[src/rtl/uart_mmio_pkg.sv]
// Shared definitions for the memory-mapped UART transmitter:
// register offsets, STATUS bit positions and the serializer state encoding.
package uart_mmio_pkg;

  localparam logic [1:0] OFF_TXDATA = 2'd0;
  localparam logic [1:0] OFF_STATUS = 2'd1;
  localparam logic [1:0] OFF_CTRL   = 2'd2;

  localparam int ST_FULL    = 0;
  localparam int ST_EMPTY   = 1;
  localparam int ST_BUSY    = 2;
  localparam int ST_CNT_LSB = 3;
  localparam int ST_CNT_MSB = 5;
  localparam int ST_OVF     = 6;

  localparam int CTRL_EN = 0;

  typedef enum logic [1:0] {
    IDLE  = 2'd0,
    START = 2'd1,
    DATA  = 2'd2,
    STOP  = 2'd3
  } tx_state_e;

endpackage

[src/rtl/tx_fifo.sv]
// Byte-wide synchronous FIFO with combinational head output; a simultaneous
// push and pop is accepted even when full because the head is read first.
module tx_fifo #(
  parameter int DEPTH = 4
) (
  input  logic                   clk,
  input  logic                   reset,
  input  logic                   push,
  input  logic                   pop,
  input  logic [7:0]             din,
  output logic [7:0]             dout,
  output logic                   full,
  output logic                   empty,
  output logic [$clog2(DEPTH):0] count
);

  localparam int AW = $clog2(DEPTH);

  logic [7:0]    r_mem [DEPTH];
  logic [AW-1:0] r_wptr;
  logic [AW-1:0] r_rptr;
  logic [AW:0]   r_count;
  logic          w_do_push;
  logic          w_do_pop;

  assign full      = (r_count == (AW+1)'(DEPTH));
  assign empty     = (r_count == '0);
  assign count     = r_count;
  assign dout      = r_mem[r_rptr];
  assign w_do_pop  = pop & ~empty;
  assign w_do_push = push & (~full | w_do_pop);

  always_ff @(posedge clk) begin
    if (!reset) begin
      r_wptr  <= '0;
      r_rptr  <= '0;
      r_count <= '0;
    end else begin
      if (w_do_push) r_wptr <= r_wptr + 1'b1;
      if (w_do_pop)  r_rptr <= r_rptr + 1'b1;
      case ({w_do_push, w_do_pop})
        2'b10:   r_count <= r_count + 1'b1;
        2'b01:   r_count <= r_count - 1'b1;
        default: r_count <= r_count;
      endcase
    end
  end

  // Storage carries no reset; the pointers alone define validity.
  always_ff @(posedge clk) begin
    if (w_do_push) r_mem[r_wptr] <= din;
  end

endmodule

[src/rtl/uart_tx_mmio.sv]
// Memory-mapped 8N1 UART transmitter: bus decode, CTRL/overflow registers,
// TX FIFO and a baud-rate serializer that drains it frame by frame.
module uart_tx_mmio
  import uart_mmio_pkg::*;
#(
  parameter logic [31:0] BASE_ADDR  = 32'h1000_0000,
  parameter int          CLK_DIV    = 16,
  parameter int          FIFO_DEPTH = 4
) (
  input  logic        clk,
  input  logic        reset,
  input  logic        MemWrite,
  input  logic [31:0] ALUResult,
  input  logic [31:0] WriteData,
  output logic [31:0] ReadDataMmio,
  output logic        Hit,
  output logic        tx,
  output logic        busy
);

  localparam int CW = $clog2(FIFO_DEPTH) + 1;
  localparam int BW = $clog2(CLK_DIV);
  localparam logic [BW-1:0] BAUD_LOAD = BW'(CLK_DIV - 1);

  function automatic logic [2:0] sat_count(input logic [CW-1:0] c);
    logic [31:0] w_c;
    w_c = 32'(c);
    return (w_c > 32'd7) ? 3'd7 : w_c[2:0];
  endfunction

  logic [1:0]    w_off;
  logic          w_wr;
  logic          w_push;
  logic          w_pop;
  logic          w_ovf_clr;
  logic [7:0]    w_dout;
  logic          w_full;
  logic          w_empty;
  logic [CW-1:0] w_count;
  logic [31:0]   w_status;
  logic [31:0]   w_rdata;
  logic          w_unused_bits;

  logic          r_enable;
  logic          r_ovf;
  tx_state_e     r_state;
  tx_state_e     w_state_n;
  logic [BW-1:0] r_baud;
  logic [BW-1:0] w_baud_n;
  logic [2:0]    r_bit;
  logic [2:0]    w_bit_n;
  logic [7:0]    r_shift;
  logic [7:0]    w_shift_n;
  logic          r_tx;
  logic          w_tx_n;
  logic          r_busy;

  assign Hit       = (ALUResult[31:4] == BASE_ADDR[31:4]);
  assign w_off     = ALUResult[3:2];
  assign w_wr      = MemWrite & Hit;
  assign w_push    = w_wr & (w_off == OFF_TXDATA);
  assign w_ovf_clr = w_wr & (w_off == OFF_STATUS) & WriteData[ST_OVF];

  assign w_unused_bits = ^{WriteData[31:8], ALUResult[1:0]};

  tx_fifo #(
    .DEPTH (FIFO_DEPTH)
  ) u_fifo (
    .clk   (clk),
    .reset (reset),
    .push  (w_push),
    .pop   (w_pop),
    .din   (WriteData[7:0]),
    .dout  (w_dout),
    .full  (w_full),
    .empty (w_empty),
    .count (w_count)
  );

  always_comb begin
    w_status                        = '0;
    w_status[ST_FULL]               = w_full;
    w_status[ST_EMPTY]              = w_empty;
    w_status[ST_BUSY]               = r_busy;
    w_status[ST_CNT_MSB:ST_CNT_LSB] = sat_count(w_count);
    w_status[ST_OVF]                = r_ovf;
  end

  always_comb begin
    w_rdata = '0;
    if (Hit) begin
      case (w_off)
        OFF_STATUS: w_rdata = w_status;
        OFF_CTRL:   w_rdata = {31'd0, r_enable};
        default:    w_rdata = '0;
      endcase
    end
  end

  assign ReadDataMmio = w_rdata;

  always_ff @(posedge clk) begin
    if (!reset) begin
      r_enable <= 1'b0;
    end else if (w_wr && (w_off == OFF_CTRL)) begin
      r_enable <= WriteData[CTRL_EN];
    end
  end

  // A dropped push in the same cycle as a clear leaves the flag set.
  always_ff @(posedge clk) begin
    if (!reset) begin
      r_ovf <= 1'b0;
    end else if (w_push && w_full && !w_pop) begin
      r_ovf <= 1'b1;
    end else if (w_ovf_clr) begin
      r_ovf <= 1'b0;
    end
  end

  always_comb begin
    w_state_n = r_state;
    w_baud_n  = r_baud;
    w_bit_n   = r_bit;
    w_shift_n = r_shift;
    w_pop     = 1'b0;
    case (r_state)
      IDLE: begin
        if (r_enable && !w_empty) begin
          w_pop     = 1'b1;
          w_shift_n = w_dout;
          w_baud_n  = BAUD_LOAD;
          w_state_n = START;
        end
      end
      START: begin
        if (r_baud == '0) begin
          w_baud_n  = BAUD_LOAD;
          w_bit_n   = 3'd0;
          w_state_n = DATA;
        end else begin
          w_baud_n = r_baud - 1'b1;
        end
      end
      DATA: begin
        if (r_baud == '0) begin
          w_baud_n  = BAUD_LOAD;
          w_shift_n = {1'b0, r_shift[7:1]};
          if (r_bit == 3'd7) begin
            w_state_n = STOP;
          end else begin
            w_bit_n = r_bit + 1'b1;
          end
        end else begin
          w_baud_n = r_baud - 1'b1;
        end
      end
      STOP: begin
        if (r_baud == '0) begin
          if (r_enable && !w_empty) begin
            // Chain straight into the next frame with no idle bit.
            w_pop     = 1'b1;
            w_shift_n = w_dout;
            w_baud_n  = BAUD_LOAD;
            w_state_n = START;
          end else begin
            w_baud_n  = '0;
            w_state_n = IDLE;
          end
        end else begin
          w_baud_n = r_baud - 1'b1;
        end
      end
      default: w_state_n = IDLE;
    endcase

    case (w_state_n)
      START:   w_tx_n = 1'b0;
      DATA:    w_tx_n = w_shift_n[0];
      default: w_tx_n = 1'b1;
    endcase
  end

  always_ff @(posedge clk) begin
    if (!reset) begin
      r_state <= IDLE;
      r_baud  <= '0;
      r_bit   <= '0;
      r_tx    <= 1'b1;
      r_busy  <= 1'b0;
    end else begin
      r_state <= w_state_n;
      r_baud  <= w_baud_n;
      r_bit   <= w_bit_n;
      r_tx    <= w_tx_n;
      r_busy  <= (w_state_n != IDLE);
    end
  end

  always_ff @(posedge clk) begin
    r_shift <= w_shift_n;
  end

  assign tx   = r_tx;
  assign busy = r_busy;

endmodule

[config.mk]
export PLATFORM = sky130hd
export DESIGN_NAME = uart_tx_mmio
export DESIGN_NICKNAME = d
export VERILOG_FILES = /design/src/rtl/uart_mmio_pkg.sv /design/src/rtl/tx_fifo.sv /design/src/rtl/uart_tx_mmio.sv
export SDC_FILE = /design/constraint.sdc
export NUM_CORES = 1
export LEC_CHECK = 0
export BUFFER_PORTS_ARGS = -buffer_cell sky130_fd_sc_hd__buf_2
export CORE_UTILIZATION = 35
export CTS_CLUSTER_DIAMETER = 80
export CTS_CLUSTER_SIZE = 30
export DETAILED_ROUTE_END_ITERATION = 7
export PLACE_DENSITY = 0.55
export SKIP_LAST_GASP = 1
export SLEW_MARGIN = 20
export SYNTH_ARGS = -nofsm -noshare
export SYNTH_HDL_FRONTEND = slang
export SYNTH_SLANG_ARGS = --single-unit
export TNS_END_PERCENT = 100
[constraint.sdc]
create_clock -name clk -period 3.3 [get_ports clk]
set_clock_uncertainty 0.2 [all_clocks]
set_input_delay 0.165 -clock clk [delete_from_list [all_inputs] [get_ports clk]]
set_output_delay 0.165 -clock clk [all_outputs]
set_load 0.02 [all_outputs]
==> qor.yml, run 1 <==
status: "finished, violations left"
violations: "design-rule violations"
synth.most_common_cell: "edfxtp_1"
fin_tns_setup_ns: 0
max_cap_viol_count: 0
detail-route-antenna-nets: 0
async_flop_share_pct: 0
hold_slack_ns: 0.0358
drtIter0Drc: 84
clock.fmax_mhz: 332
finalMaxSlewViolations: 0
synthCells: 291
die_h_um: 98.0
cp_common_cell: "inv_1"
ys.flop_type: "edfxtp_1"
drive_above_1_share_pct: 22.7
min_period_ns: 3.01
min_from: "MemWrite"
regToRegStartpoint: "r_state[0]"
dp.cells: 440
drtPass1Iterations: 6
vias: 2341
ctsResizeCount: 0
core_um2: 8810
htree_levels: 3
synth_edf_count: 39
cts_tree: "built"
die_w_um: 98.0
worstMarginPinSlew_ns: 0.743
syn_area_um2: 3230
r2r.worst_path.cells: 13
detail_route.vias_per_cell: 5.03
insertion_delay_ns: 0.34
setup.worst_path.class: "register to register"
powerDensity_nw_per_um2: 476
ys_seq_area_share_pct: 50.5
post-dp-hpwl_mm: 4.39
synth_largest_area_cell: "edfxtp_1"
worst-r2r-setup-slack_ns: 0.29
r2r-end: "u_fifo.count[2]"
antenna_found_initial: 0
ys_types: 50
rows: 34
portBuffers: 50
cts_buffers: 9
power.leakage_uw: 0.00148
drc: 8
finalCritPeriodShare_pct: 91.2
area_growth_pct: 16.3
grt_overflow: 0
hold_violations: 0
critPathMaxStageDelay_ns: 0.43
wire_per_inst_um: 13.3
hold_depth: 4
ir_drop_v: 0.000282
min_to: "r_ovf"
crit_required_ns: 3.37
rsz0062_at_grt: "no"
gp_congestion: 0.772
setup_viol: 0
crit_path_start_kind: "register"
final_nets: 436
netlist.area_leader.share_pct: 36.3
worstPathArrival_ns: 3.08
cts.clk_slew.worst_paths_ns: 0.08
clk_path_buf_depth: 2
drt_wl_total_mm: 6.17
cts-root-buf: "clkbuf_8"
synth_common_cells: "edfxtp_1, nor2_1, buf_4"
antenna_cells: 0
synth-seq-cells: 62
grt_pass1_wl_mm: 10.5
grt_start_max_net_pins: 17
grt_use_total_pct: 13.7
hold_path_class: "input pin to register"
grt_pass1_vias: 2298
synth_area_leaders: "edfxtp_1, dfxtp_1, ha_1, buf_4, mux4_2"
endpoint_kind: "register"
die_area_um2: 9610
avgSynthCellArea_um2: 11.1
initial_core_util_pct: 36.7
numClockSinks: 62
critical_path.slowest_cell: "dfxtp_1"
synth-warning-count: 0
worst-path-max-fanout: 9
ios: 102
final_cell_count_no_fill: 465
max_slew_margin_pct: 50.5
crit_chain: "inv_1 -> ha_1 -> inv_2 -> a211o_1 -> nand2_1 -> and3_1 -> inv_1 -> ha_1 -> inv_1 -> fa_1 -> xor2_1 -> or3_1 -> a21oi_1"
-- how the worst max path moves through the flow --
| stage | from | to | slack [ns] | cells after the start |
|---|---|---|---|---|
| after global placement | r_state[0] | u_fifo.count[2] | 0.39 | 10 |
| after global routing | r_state[0] | u_fifo.count[2] | 0.09 | 13 |
| after detailed placement | r_state[0] | u_fifo.count[2] | 0.34 | 13 |
| after floorplan | r_state[0] | u_fifo.count[2] | 0.50 | 14 |
| final | r_state[0] | u_fifo.count[2] | 0.29 | 13 |
| after CTS | r_state[0] | u_fifo.count[2] | 0.28 | 13 |
-- placed cells by master, fill, tap and decap left out, types with 2 or more instances in the layout --
| cell type | netlist | routed |
|---|---|---|
| a211o_1 | 2 | 2 |
| a21oi_1 | 24 | 24 |
| a22oi_1 | 3 | 3 |
| a311oi_1 | 3 | 3 |
| and2_1 | 5 | 5 |
| and3_1 | 6 | 6 |
| buf_2 | 4 | 50 |
| buf_4 | 25 | 3 |
| clkbuf_8 | 0 | 9 |
| conb_1 | 1 | 25 |
| dfxtp_1 | 23 | 23 |
| dlygate4sd3_1 | 0 | 9 |
| edfxtp_1 | 39 | 39 |
| ha_1 | 16 | 16 |
| inv_1 | 16 | 16 |
| inv_6 | 0 | 4 |
| mux2i_1 | 2 | 2 |
| mux4_2 | 8 | 8 |
| nand2_1 | 21 | 21 |
| nand3_1 | 3 | 3 |
| nand4_1 | 2 | 2 |
| nor2_1 | 26 | 26 |
| nor3_1 | 7 | 7 |
| nor4_1 | 7 | 7 |
| nor4b_1 | 2 | 2 |
| o21ai_0 | 6 | 6 |
| o31ai_1 | 7 | 7 |
| xor2_1 | 3 | 3 |
-- through the flow --
step	power [uW]	worst slack (ns)	util [%]	area, um^2
6_report	1790	0.290	42.6	3750
5_1_grt	1880	0.0882	42.6	3750
4_1_cts	1800	0.276	42.6	3750
3_5_place_dp	1180	0.338	39.6	3480
3_3_place_gp	1180	0.389	39.6	3480
2_1_floorplan	1130	0.505	-	3320
-- critical path, delay by kind of cell (launching register included) --
kind / cells / cell delay (ns)
AOI/OAI and AO/OA: 2 / 0.39
xor gates and xnor gates: 1 / 0.17
adders and majority gates: 3 / 0.78
buffers and inverters: 4 / 0.39
DFF: 1 / 0.43
and+or+nand+nor: 3 / 0.59
-- flip-flops by register name (all words and copies together), names as in the netlist, named ones only --
signal	cells
u_fifo.r_rptr	2
r_enable	1
u_fifo.r_wptr	2
r_bit	3
tx	1
r_ovf	1
busy	1
u_fifo.count	3
r_baud	4
r_state	2
r_shift	8
u_fifo.r_mem	32
-- cell type report --
type / instances / area, um^2
Fill cell: 828 / 5050
Clock buffer: 9 / 124
Inverter: 17 / 63.8
Timing Repair Buffer: 62 / 363
Tap cell: 108 / 135
Sequential cell: 62 / 1630
Multi-Input combinational cell: 200 / 1380
Clock inverter: 7 / 56.3
-- routing by layer --
metal  share of wire (%)  vias to the layer above  track usage (%)
li1                    -                     1138                -
met1                  46                     1119             16.8
met2                  49                       78             23.5
met3                 4.4                        6             3.08
met4                0.79                        0             5.36
met5                   0                        -                0
-- repair_timing --
action / in CTS / in global routing
hold buffers: 9 / 0
setup buffers: 0 / 0
hold endpoints to repair: 35 / 0
-- logic make-up after synthesis --
logic type	after synthesis	share of synthesized area [%]
simple gates	88	13.9
buf+inv	53	9.46
mux	10	6.20
other cells	1	0.116
compound gates	56	11.9
fa+ha+maj	17	6.82
flops	62	50.5
xor+xnor	4	1.09
-- power by group --
| group | switching, uW | internal (uW) |
|---|---|---|
| combinational | 151 | 101 |
| clock | 329 | 282 |
| sequential | 35.3 | 887 |
No activity file was read; power rests on OpenSTA's default activity.
==> run 2, diff against run 1 <==
==> constraint.sdc (replaced) <==
create_clock -name clk -period 3.4 [get_ports clk]
set_clock_uncertainty 0.2 [all_clocks]
set_input_delay 0.34 -clock clk [delete_from_list [all_inputs] [get_ports clk]]
set_output_delay 0.34 -clock clk [all_outputs]
set_load 0.02 [all_outputs]
==> run 2 against run 1 <==
The flow still finishes with violations (design-rule violations). First-iteration DRC count down 9.5%. Final area is 1.1% lower. Worst hold slack worse by 0.021 ns. Register-to-register slack improved by 0.15 ns. Critical path type unchanged. Die area is the same. Core utilization is 0.45 points lower. Sequential power decreased by 3.0%. Critical path depth unchanged. Largest cell class unchanged. Cell count down 1.3%. Total power decreased by 0.15%.
==> qor.yml, run 2 (synthesis results as in run 1) <==
status: "finished, violations left"  # unchanged
violations: "design-rule violations"  # unchanged
drtPass1Iterations: 7  # was 6
placed_area_um2: 3480  # unchanged
max_cap_viol_count: 0  # unchanged
antenna_found_initial: 0  # unchanged
area_growth_pct: 15.1  # was 16.3%
detail-route-antenna-nets: 0  # unchanged
cts_tree: "built"  # unchanged
critical_path.slowest_cell: "dfxtp_1"  # unchanged
initial_core_util_pct: 36.7  # unchanged
final.fill_count: 834  # was 828
fin_util_pct: 42.2  # was 42.6%
post-dp-hpwl_mm: 4.40  # was 4.39 mm
crit_path_start_kind: "register"  # unchanged
drtIter0Drc: 76  # was 84
grt_use_total_pct: 13.7  # about the same
finalCritPeriodShare_pct: 87.2  # was 91.2%
fin_area_um2: 3710  # was 3750 um^2
finalMaxSlewViolations: 0  # unchanged
max_flop_register: "u_fifo.r_mem"  # unchanged
final_cell_count_no_fill: 459  # was 465
hold_path_class: "input pin to register"  # unchanged
die_w_um: 98.0  # unchanged
crit_chain: "inv_1 -> ha_1 -> inv_2 -> a211o_1 -> nand2_1 -> and3_1 -> inv_1 -> ha_1 -> inv_1 -> fa_1 -> xor2_1 -> or3_1 -> a21oi_1"  # unchanged
power.net_switching_uw: 485  # was 515 uW
cts_buffers: 9  # unchanged
insertion_delay_ns: 0.33  # was 0.34 ns
setup_viol: 0  # unchanged
ir_drop_v: 0.000272  # was 0.000282 V
rsz0062_at_grt: "no"  # unchanged
max_slew_margin_pct: 50.8  # was 50.5%
seqPwrFrac_pct: 50.1  # was 51.6%
regToRegStartpoint: "r_state[0]"  # unchanged
min_from: "WriteData[2]"  # was MemWrite
worst-r2r-setup-slack_ns: 0.44  # was 0.29 ns
setup.worst_path.class: "register to register"  # unchanged
clk_path_buf_depth: 2  # unchanged
cp_top_family: "adder cells"  # unchanged
drive_above_1_share_pct: 22.8  # was 22.7%
ios: 102  # unchanged
core_um2: 8810  # unchanged
endpoint_kind: "register"  # unchanged
die_h_um: 98.0  # unchanged
numClockSinks: 62  # unchanged
drc: 8  # unchanged
power.leakage_uw: 0.00147  # was 0.00148 uW
worst-path-max-fanout: 9  # unchanged
critPathMaxStageDelay_ns: 0.43  # about the same
cp_num_buf_inv: 4  # unchanged
worstPathArrival_ns: 3.02  # was 3.08 ns
mostFrequentLayoutCell: "buf_2"  # unchanged
largest_register_ffs: 32  # unchanged
power_frac_comb_pct: 13.5  # was 14.1%
drt_wl_total_mm: 6.13  # was 6.17 mm
portBuffers: 50  # unchanged
powerDensity_nw_per_um2: 480  # was 476 nW/um^2
switching_share_pct: 27.2  # was 28.8%
place_ws_ns: 0.452  # was 0.338 ns
r2r.worst_path.cells: 13  # unchanged
grt_overflow: 0  # unchanged
vias: 2276  # was 2341
detail_route.vias_per_cell: 4.96  # was 5.03
clock_power_share_pct: 36.4  # was 34.2%
gp_congestion: 0.765  # was 0.772
clock.fmax_mhz: 337  # was 332 MHz
cp-startpoint: "r_state[0]"  # unchanged
wire_per_inst_um: 13.3  # about the same
min_to: "u_fifo.r_mem[0][2]"  # was r_ovf
grt_pass1_vias: 2258  # was 2298
grt_start_max_net_pins: 17  # unchanged
htree_levels: 3  # unchanged
die_area_um2: 9610  # unchanged
antenna_cells: 0  # unchanged
cts-root-buf: "clkbuf_8"  # unchanged
most-common-layout-cells: "buf_2, edfxtp_1, nor2_1"  # unchanged
setup_ws_ns: 0.436  # was 0.290 ns
rows: 34  # unchanged
worstMarginPinSlew_ns: 0.737  # was 0.743 ns
cts.clk_slew.worst_paths_ns: 0.08  # about the same
cp_common_cell: "inv_1"  # unchanged
top_regs: "u_fifo.r_mem (32), r_shift (8), r_baud (4)"  # unchanged
min_period_ns: 2.96  # was 3.01 ns
dp.cells: 440  # unchanged
final_nets: 430  # was 436
crit_required_ns: 3.46  # was 3.37 ns
grt_pass1_wl_mm: 10.5  # about the same
hold_violations: 0  # unchanged
fin_tns_setup_ns: 0  # unchanged
cts_setup_buffers: 0  # unchanged
intPower_uw: 1300  # was 1270 uW
r2r-end: "u_fifo.count[2]"  # unchanged
hold_depth: 1  # was 4
==> run 2: worst max path at each step <==
stage	cells past startpoint	slack, ns	end
3_3_place_gp	10	0.49	u_fifo.count[2]
5_1_grt	13	0.18	u_fifo.count[2]
6_report	13	0.44	u_fifo.count[2]
4_1_cts	13	0.40	u_fifo.count[2]
2_1_floorplan	14	0.60	u_fifo.count[2]
3_5_place_dp	13	0.45	u_fifo.count[2]
==> run 2: cell type report <==
class | count | area (um^2) | area share (%)
Clock buffer | 10 | 128 | 3.44
Clock inverter | 6 | 72.6 | 1.95
Inverter | 17 | 63.8 | 1.72
Tap cell | 108 | 135 | 3.64
Timing Repair Buffer | 56 | 303 | 8.15
Multi-Input combinational cell | 200 | 1380 | 37.2
Sequential cell | 62 | 1630 | 43.9
==> run 2: layer usage <==
layer  share of wire, %  track usage, %
met5                  0               0
met4               0.60            3.50
met3                4.8            4.29
met2                 48            22.8
met1                 47            17.3
==> run 2: stage by stage <==
step / hold WS (ns) / total power [uW]
floorplan: 0.212 / 1100
global placement: 0.260 / 1140
detailed placement: 0.264 / 1150
CTS: 0.000599 / 1800
global route: 0.000794 / 1880
finish: 0.0152 / 1780
==> run 2: power by group through the flow <==
stage	sequential, uW	combinational, uW	clock (uW)
3_3_place_gp	909	232	0
3_5_place_dp	911	238	0
4_1_cts	895	239	667
6_report	894	240	649
5_1_grt	902	277	702
2_1_floorplan	901	198	0
==> run 2: what timing repair did <==
action | in CTS | in global routing
hold buffers | 0 | 3
resized for setup | 0 | 0
hold endpoints to repair | 0 | 10
==> run 3, diff against run 2 <==
Settings changed: SYNTH_HIERARCHICAL set to 1.
==> run 3 against run 2 <==
Clock-buffer cell count decreased by 1. Highest routed layer unchanged. Sequential power decreased by 11%. Synthesized cell count decreased by 1.4%. Register-to-register slack got worse by 0.22 ns. Critical path type unchanged. First-iteration DRC count increased by 1.3%. Sequential share of layout area decreased by 1.0 points. The run now ends clean. Core utilization increased by 0.61 points. Synthesized area increased by 1.4%.
==> qor.yml, run 3 <==
critical_path.slowest_cell: "or3_1"  # was dfxtp_1
worst-path-max-fanout: 5  # was 9
cp_common_cell: "inv_1"  # unchanged
fin_util_pct: 42.8  # was 42.2%
regToRegStartpoint: "r_baud[0]"  # was r_state[0]
finalCritPeriodShare_pct: 93.5  # was 87.2%
endpoint_kind: "register"  # unchanged
intPower_uw: 1300  # about the same
hold_buffers: 0  # unchanged
die_w_um: 98.7  # was 98.0 um
most-common-layout-cells: "buf_2, edfxtp_1, conb_1"  # was buf_2, edfxtp_1, nor2_1
switching_share_pct: 19.8  # was 27.2%
grt_start_max_net_pins: 26  # was 17
grt_pass1_vias: 2161  # was 2258
r2r-end: "u_fifo/count[2]"  # was u_fifo.count[2]
cp_num_buf_inv: 4  # unchanged
power.leakage_uw: 0.00149  # was 0.00147 uW
gp_congestion: 0.761  # was 0.765
ys.flop_type: "edfxtp_1"  # unchanged
ir_drop_v: 0.000205  # was 0.000272 V
max_slew_margin_pct: 27.5  # was 50.8%
async_flop_share_pct: 0  # unchanged
clock.fmax_mhz: 315  # was 337 MHz
synth_largest_area_cell: "edfxtp_1"  # unchanged
portBuffers: 50  # unchanged
critical_path_cell_count: 14  # was 13
ys_types: 57  # was 50
detail_route.vias_per_cell: 4.81  # was 4.96
detail-route-antenna-nets: 0  # unchanged
cts.clk_slew.worst_paths_ns: 0.07  # was 0.08 ns
antenna_found_initial: 0  # unchanged
synth-warning-count: 6  # was 0
area_growth_pct: 16.3  # was 15.1%
cts_setup_buffers: 0  # unchanged
synth_common_cells: "edfxtp_1, buf_4, dfxtp_1"  # was edfxtp_1, nor2_1, buf_4
grt_overflow: 0  # unchanged
clock_power_share_pct: 47.0  # was 36.4%
cts_buffers: 9  # unchanged
drtIter0Drc: 77  # was 76
ios: 102  # unchanged
initial_core_util_pct: 36.8  # was 36.7%
htree_levels: 3  # unchanged
synth.most_common_cell: "edfxtp_1"  # unchanged
antenna_cells: 0  # unchanged
critPathMaxStageDelay_ns: 0.41  # was 0.43 ns
cts_tree: "built"  # unchanged
min_period_ns: 3.18  # was 2.96 ns
grt.met3_usage_pct: 3.76  # was 4.29%
synthCells: 287  # was 291
ctsResizeCount: 0  # unchanged
rows: 34  # unchanged
grt_busiest_layer: "met2"  # unchanged
mostFrequentLayoutCell: "buf_2"  # unchanged
avgSynthCellArea_um2: 11.4  # was 11.1 um^2
grtUsageMet2_pct: 22.8  # about the same
finalPower_uw: 1620  # was 1780 uW
power_frac_comb_pct: 3.8  # was 13.5%
clk_path_buf_depth: 2  # unchanged
insertion_delay_ns: 0.33  # about the same
vias: 2185  # was 2276
r2r.worst_path.cells: 14  # was 13
numClockSinks: 62  # unchanged
hold_depth: 1  # unchanged
top_regs: "u_fifo/r_mem (32), r_shift (8), r_baud (4)"  # was u_fifo.r_mem (32), r_shift (8), r_baud (4)
drt_wl_total_mm: 5.95  # was 6.13 mm
worstPathArrival_ns: 3.25  # was 3.02 ns
seqPwrFrac_pct: 49.1  # was 50.1%
ys_seq_area_share_pct: 49.9  # was 50.5%
final_nets: 426  # was 430
max_flop_register: "u_fifo/r_mem"  # was u_fifo.r_mem
drc: 0  # was 8
crit_required_ns: 3.47  # was 3.46 ns
worstMarginPinSlew_ns: 1.09  # was 0.737 ns
hold_path_class: "input pin to register"  # unchanged
cts-root-buf: "clkbuf_8"  # unchanged
cp_top_family: "simple AND/OR/NAND/NOR gates"  # was adder cells
largest_register_ffs: 32  # unchanged
status: "completed"  # was finished, violations left
die_area_um2: 9740  # was 9610 um^2
min_from: "WriteData[3]"  # was WriteData[2]
max_cap_viol_count: 0  # unchanged
synth_area_leaders: "edfxtp_1, dfxtp_1, ha_1, buf_4, mux4_2"  # unchanged
setup_viol: 0  # unchanged
netlist.area_leader.share_pct: 35.8  # was 36.3%
syn_area_um2: 3270  # was 3230 um^2
rsz0062_at_grt: "no"  # unchanged
crit_chain: "inv_1 -> ha_2 -> nor3b_4 -> a21oi_1 -> or3_1 -> inv_1 -> inv_2 -> nor2_2 -> ha_2 -> inv_1 -> fa_1 -> xor2_1 -> or3_1 -> a21boi_1"  # was inv_1 -> ha_1 -> inv_2 -> a211o_1 -> nand2_1 -> and3_1 -> inv_1 -> ha_1 -> inv_1 -> fa_1 -> xor2_1 -> or3_1 -> a21oi_1
wire_per_inst_um: 13.1  # was 13.3 um
grt_use_met1_pct: 16.6  # was 17.3%
finalMaxSlewViolations: 0  # unchanged
setup.worst_path.class: "register to register"  # unchanged
fin_tns_setup_ns: 0  # unchanged
synth-seq-cells: 62  # unchanged
min_to: "u_fifo/r_mem[1][3]"  # was u_fifo.r_mem[0][2]
die_h_um: 98.7  # was 98.0 um
synth_edf_count: 39  # unchanged
grt_use_total_pct: 13.5  # was 13.7%
drtPass1Iterations: 4  # was 7
crit_path_start_kind: "register"  # unchanged
grt_pass1_wl_mm: 10.3  # was 10.5 mm
drive_above_1_share_pct: 26.0  # was 22.8%
worst-r2r-setup-slack_ns: 0.22  # was 0.44 ns
post-dp-hpwl_mm: 4.31  # was 4.40 mm
core_um2: 8890  # was 8810 um^2
hold_violations: 0  # unchanged
powerDensity_nw_per_um2: 426  # was 480 nW/um^2
power.net_switching_uw: 322  # was 485 uW
==> run 3: how the worst max path moves through the flow <==
stage	startpoint	endpoint
3_3_place_gp	r_baud[0]	u_fifo/count[2]
2_1_floorplan	r_baud[0]	u_fifo/count[2]
4_1_cts	r_baud[0]	u_fifo/count[2]
5_1_grt	r_baud[0]	u_fifo/count[2]
3_5_place_dp	r_baud[0]	u_fifo/count[2]
6_report	r_baud[0]	u_fifo/count[2]
==> run 3: kinds of logic after synthesis <==
kind of cell             Yosys count  synth area share, %
adder cells (fa/ha/maj)           17                 6.73
AO/OA/AOI/OAI                     54                 10.9
AND/OR/NAND/NOR                   79                 13.8
buffers and inverters             54                 9.45
flip-flops                        62                 49.9
multiplexers                      18                 8.57
other                              1                0.115
XOR/XNOR                           2                0.535
==> run 3: layer usage <==
layer  share of wire (%)  wire length [um]
met5                   0                 0
met4                 1.3                75
met1                  45              2670
met3                 3.6               217
met2                  50              2980
==> run 3: stage by stage <==
stage                     hold WS, ns  instances  worst slack, ns  area (um^2)
final                          0.0244        454            0.220         3800
after global routing          0.00596        454          0.00674         3800
after CTS                      0.0111        454           0.0513         3790
after detailed placement        0.260        439           0.0642         3550
after global placement          0.258        439            0.123         3550
after floorplan                 0.239        311            0.391         3360
==> run 3: worst reg2reg max path: stages, from the launching register on <==
cell	delay (ns)
dfxtp_1	0.33
inv_1	0.10
ha_2	0.22
nor3b_4	0.23
a21oi_1	0.12
or3_1	0.41
inv_1	0.11
inv_2	0.05
nor2_2	0.14
ha_2	0.21
inv_1	0.05
fa_1	0.37
xor2_1	0.16
or3_1	0.31
a21boi_1	0.14
==> run 3: layout make-up <==
cell class,instances,area (um^2)
inverter,18,67.6
multi-input combinational,195,1440
clock buffer,9,124
timing repair buffer,56,295
fill,836,5090
clock inverter,6,111
tap,108,135
sequential,62,1630
==> run 3: power by group through the flow <==
stage,Combinational [uW],Clock [uW],Sequential [uW]
6_report,62.0,762,796
5_1_grt,68.8,821,795
4_1_cts,62.2,784,796
3_5_place_dp,62.0,0,813
3_3_place_gp,61.2,0,813
2_1_floorplan,54.6,0,813
